File: config.mk
export PLATFORM = sky130hd
export DESIGN_NAME = rsa_core_arbiter
export DESIGN_NICKNAME = d
export VERILOG_FILES = /design/src/rtl/rsa_core_arbiter.sv
export SDC_FILE = /design/constraint.sdc
export NUM_CORES = 1
export LEC_CHECK = 0
export ABC_CLOCK_PERIOD_IN_PS = 3570
export BUFFER_PORTS_ARGS = -buffer_cell sky130_fd_sc_hd__buf_2
export CAP_MARGIN = 10
export CORE_MARGIN = 3
export CORE_UTILIZATION = 52
export DETAILED_ROUTE_END_ITERATION = 16
export GPL_TIMING_DRIVEN = 0
export PLACE_DENSITY = 0.92
export SKIP_LAST_GASP = 1
export SYNTH_ARGS = -nofsm -noshare
export SYNTH_HDL_FRONTEND = slang
export SYNTH_SLANG_ARGS = --single-unit
File: constraint.sdc
create_clock -name clk -period 3.57 [get_ports clk]
set_clock_uncertainty 0.2 [all_clocks]
set_input_delay 0.5355 -clock clk [delete_from_list [all_inputs] [get_ports clk]]
set_output_delay 0.5355 -clock clk [all_outputs]
set_load 0.005 [all_outputs]
File: src/rtl/rsa_core_arbiter.sv
// rsa_core_arbiter: round-robin scheduler sharing one rsa_decoder core among NREQ requesters,
// sequencing start/done with a watchdog that aborts jobs whose core never finishes.
module rsa_core_arbiter #(
    parameter int K       = 12,
    parameter int NREQ    = 4,
    parameter int TIMEOUT = 4096,
    parameter int TW      = 13
) (
    input  logic              clk,
    input  logic              rst,
    input  logic [NREQ-1:0]   req_valid,
    input  logic [NREQ*K-1:0] req_data,
    output logic [NREQ-1:0]   req_ready,
    output logic [NREQ-1:0]   rsp_valid,
    output logic [K-1:0]      rsp_data,
    output logic              rsp_err,
    output logic              core_start,
    output logic [K-1:0]      core_data,
    input  logic              core_done,
    input  logic [K-1:0]      core_result,
    output logic              busy
);
    localparam int PW = (NREQ > 1) ? $clog2(NREQ) : 1;

    typedef enum logic [1:0] {IDLE, LAUNCH, WAIT, RESP} state_t;

    state_t        state;
    logic [PW-1:0] ptr, gnt, nxt;
    logic [PW:0]   sum;
    logic          hit, err;
    logic [TW-1:0] wdog;

    // Scan ptr+NREQ down to ptr+1 so the closest requester after ptr is written last and wins.
    always_comb begin
        nxt = '0;
        hit = 1'b0;
        sum = '0;
        for (int i = NREQ; i >= 1; i--) begin
            sum = {1'b0, ptr} + (PW+1)'(i);
            sum = (sum >= (PW+1)'(NREQ)) ? sum - (PW+1)'(NREQ) : sum;
            if (req_valid[sum[PW-1:0]]) begin
                nxt = sum[PW-1:0];
                hit = 1'b1;
            end
        end
    end

    always_ff @(posedge clk) begin
        if (rst) begin
            state     <= IDLE;
            ptr       <= PW'(NREQ-1);
            gnt       <= '0;
            wdog      <= '0;
            err       <= 1'b0;
            core_data <= '0;
            rsp_data  <= '0;
        end else begin
            case (state)
                IDLE: if (hit) begin
                    gnt       <= nxt;
                    core_data <= req_data[nxt*K +: K];
                    state     <= LAUNCH;
                end
                LAUNCH: begin
                    wdog  <= '0;
                    state <= WAIT;
                end
                WAIT: begin
                    wdog <= wdog + 1'b1;
                    if (core_done) begin
                        rsp_data <= core_result;
                        err      <= 1'b0;
                        state    <= RESP;
                    end else if (wdog == TW'(TIMEOUT-1)) begin
                        rsp_data <= '0;
                        err      <= 1'b1;
                        state    <= RESP;
                    end
                end
                RESP: begin
                    ptr   <= gnt;
                    state <= IDLE;
                end
                default: state <= IDLE;
            endcase
        end
    end

    assign req_ready  = (state == LAUNCH) ? NREQ'(1) << gnt : '0;
    assign rsp_valid  = (state == RESP) ? NREQ'(1) << gnt : '0;
    assign rsp_err    = (state == RESP) && err;
    assign core_start = (state == LAUNCH) || (state == WAIT);
    assign busy       = (state != IDLE);
endmodule

==> impl_metrics.yaml <==
outcome:
  status: "finished, final reports clean"
grt:
  grt_max_degree: 16
  grt_pass1_wl_um: 9740
  grt_overflow: 0
  grt_use_total_pct: 22.2
  antenna_found_initial: 0
  grt_pass1_vias: 2211
logic_synthesis:
  ys_async_sr_fraction_pct: 0
  synth_edf_count: 0
  ys_seq_area_share_pct: 36.2
  netlist_area_um2: 2430
  yosys-top-cells-area: "dfxtp_1 (36%), mux2i_1 (12%), nor3b_1 (6.8%), a22o_1 (4.3%), o211ai_2 (3.6%)"
  post_synth_inst_count: 252
  synth_area_per_cell_um2: 9.66
  synth-main-ff-cell: "dfxtp_1"
  yosysWarnings: 0
  synthMostInstantiatedCell: "dfxtp_1"
  synth_common_cells: "dfxtp_1 (44), mux2i_1 (29), nor2_1 (23), nand2_1 (22), nor3b_1 (22)"
  synth_nets: 325
  synth.distinct_cells: 43
  synth_top_area_share_pct: 36.2
  yosys.area.top_type: "dfxtp_1"
  ys_seq_elements: 44
clocking:
  cts_hold_buf: 0
  cts_tree: "yes"
  postCtsSetupRepairBufs: 0
  cts.clk_slew.worst_paths_ps: 90
  cts_buffers: 5
  clk_latency_ps: 300
  clock-root-buffer: "clkbuf_8"
  clock-sinks: 44
  htreeDepth: 2
  cts_resized: 0
  clock_path_buffers: 2
critical_path:
  crit_buf_inv: 2
  cpMaxStageDelayCell: "dfxtp_1"
  critPathTopFamily: "simple AND/OR/NAND/NOR gates"
  critPathMaxFanout: 7
  crit_arrival_ps: 2130
  cpMostUsedCell: "nor2_1"
  r2r-end: "wdog[10]"
  max_stage_delay_ps: 390
  reg2reg_from: "state[1]"
  cp.required_ps: 3550
  reg2reg_slack_ps: 1420
  r2r.worst_path.cells: 8
  crit_path_start_kind: "flip-flop"
  crit_path_end_kind: "flip-flop"
  crit_type: "flip-flop to flip-flop"
  crit_chain: "inv_1, ha_1, buf_2, nand4_1, nor2_1, and3_1, xnor2_1, nor2_1"
min_path:
  holdPathStages: 2
  hold_start: "rst"
  hold_class: "input pin to flip-flop"
  holdPathEnd: "state[1]"
timing:
  setup_violations: 0
  max_freq_mhz: 464
  hold_violations: 0
  slew_viol_final: 0
  min_period_over_period_pct: 60.3
  slew_headroom_pct: 71.7
  final.min_clock_period_ps: 2150
  final.setup.tns_ps: 0
  rsz0062_at_grt: "false"
  tightest_slew_ps: 424
  layout_setup_ws_ps: 1420
power_and_ir_drop:
  peakVddDrop_v: 0.000242
  intPower_mw: 1.11
  seqPwrFrac_pct: 36.9
  p_sw_mw: 0.621
  power_switching_share_pct: 35.9
  p_clk_share_pct: 22.6
  p_comb_share_pct: 40.5
  power.density_nw_per_um2: 556
  p_leak_nw: 1.52
placement:
  dp_hpwl_um: 4750
  gp_congestion: 0.773
  portBuffers: 100
  place_ws_ps: 1280
  placedCellCount: 404
  placed_cell_area_um2: 3000
floorplan:
  fp.dieH_um: 74.4
  coreArea_um2: 4440
  die_w_um: 74.4
  num_rows: 24
  initial_core_util_pct: 54.8
  ios: 102
  die-area_um2: 5540
routing:
  num_vias: 2266
  vias_per_cell: 5.50
  wl_um: 6040
  drt_iter0_drc: 77
  wl_per_cell_um: 14.7
  dr.pass1.iters: 4
  ant_nets: 0
  drc: 0
cells_and_area:
  regArea_um2: 881
  instances_no_fill: 412
  synthToLayoutAreaGrowth_pct: 28.0
  n_antenna_cell: 0
  nFillCells: 342
  multi_input_area_um2: 1400
  final_nets: 432
  final_cell_area_um2: 3120
  drive_above_1_share_pct: 38.9
flow_run:
  maxCapViolations: 0
==> power by group through the flow <==
stage	logic, mW	clock network, mW	registers, mW
2_1_floorplan	0.466	0	0.650
3_3_place_gp	0.675	0	0.646
3_5_place_dp	0.701	0	0.649
4_1_cts	0.704	0.395	0.640
5_1_grt	0.777	0.418	0.653
6_report	0.702	0.391	0.640
==> worst reg2reg max path, delay by kind of cell (launching register included) <==
kind / cells / cell delay [ps]
flip-flops: 1 / 390
AND/OR/NAND/NOR: 4 / 700
adder cells (fa/ha/maj): 1 / 310
buffers and inverters: 2 / 300
XOR/XNOR: 1 / 130
==> worst max-delay path by stage <==
stage / depth (start not counted) / startpoint / to
floorplan: 6 / req_valid[3] / core_data[10]
global placement: 6 / req_valid[0] / core_data[4]
detailed placement: 6 / req_valid[1] / core_data[2]
CTS: 8 / state[1] / wdog[11]
global route: 8 / state[1] / wdog[11]
finish: 8 / state[1] / wdog[10]
==> cell usage in the layout (no fill, tap or decap), types with 7 or more instances in the layout <==
cell type and instances:
nor2_1 23, o211ai_2 7, mux2i_1 29, buf_2 106, inv_1 9, dfxtp_1 44, a22o_1 12, nor3b_1 22
nand2_1 22
==> final cells by class <==
cell class,count,share of cell area [%]
tap,52,2.09
inverter,9,1.08
clock inverter,3,1.53
multi-input combinational,183,44.9
sequential,44,28.3
clock buffer,5,2.21
buffer,16,3.89
timing repair buffer,100,16.1
==> cells by family after synthesis <==
family | share of synthesized area, %
mux | 11.9
simple gates | 22.8
xor+xnor | 3.96
fa+ha+maj | 3.08
compound gates | 15.7
buf+inv | 6.37
flops | 36.2
==> layer usage <==
layer	GRT usage (%)	part of all wire [%]	vias up
met5	0	0	-
met4	5.53	1.4	0
met3	4.32	4.6	10
met2	40.9	53	68
met1	26.3	41	1071
li1	-	-	1117
==> through the flow <==
step / utilization (%) / power, mW / hold WS, ps
6_report: 70.1 / 1.73 / 231
5_1_grt: 70.1 / 1.85 / 237
3_3_place_gp: 67.5 / 1.32 / 250
3_5_place_dp: 67.5 / 1.35 / 256
2_1_floorplan: - / 1.12 / 266
4_1_cts: 70.1 / 1.74 / 225
==> registers in the layout, indices dropped and copies added, names as in the netlist <==
name and flops:
err 1, core_data 12, state 2, wdog 13, gnt 2, rsp_data 12, ptr 2
Note: power is estimated with default switching activity, not from simulation.
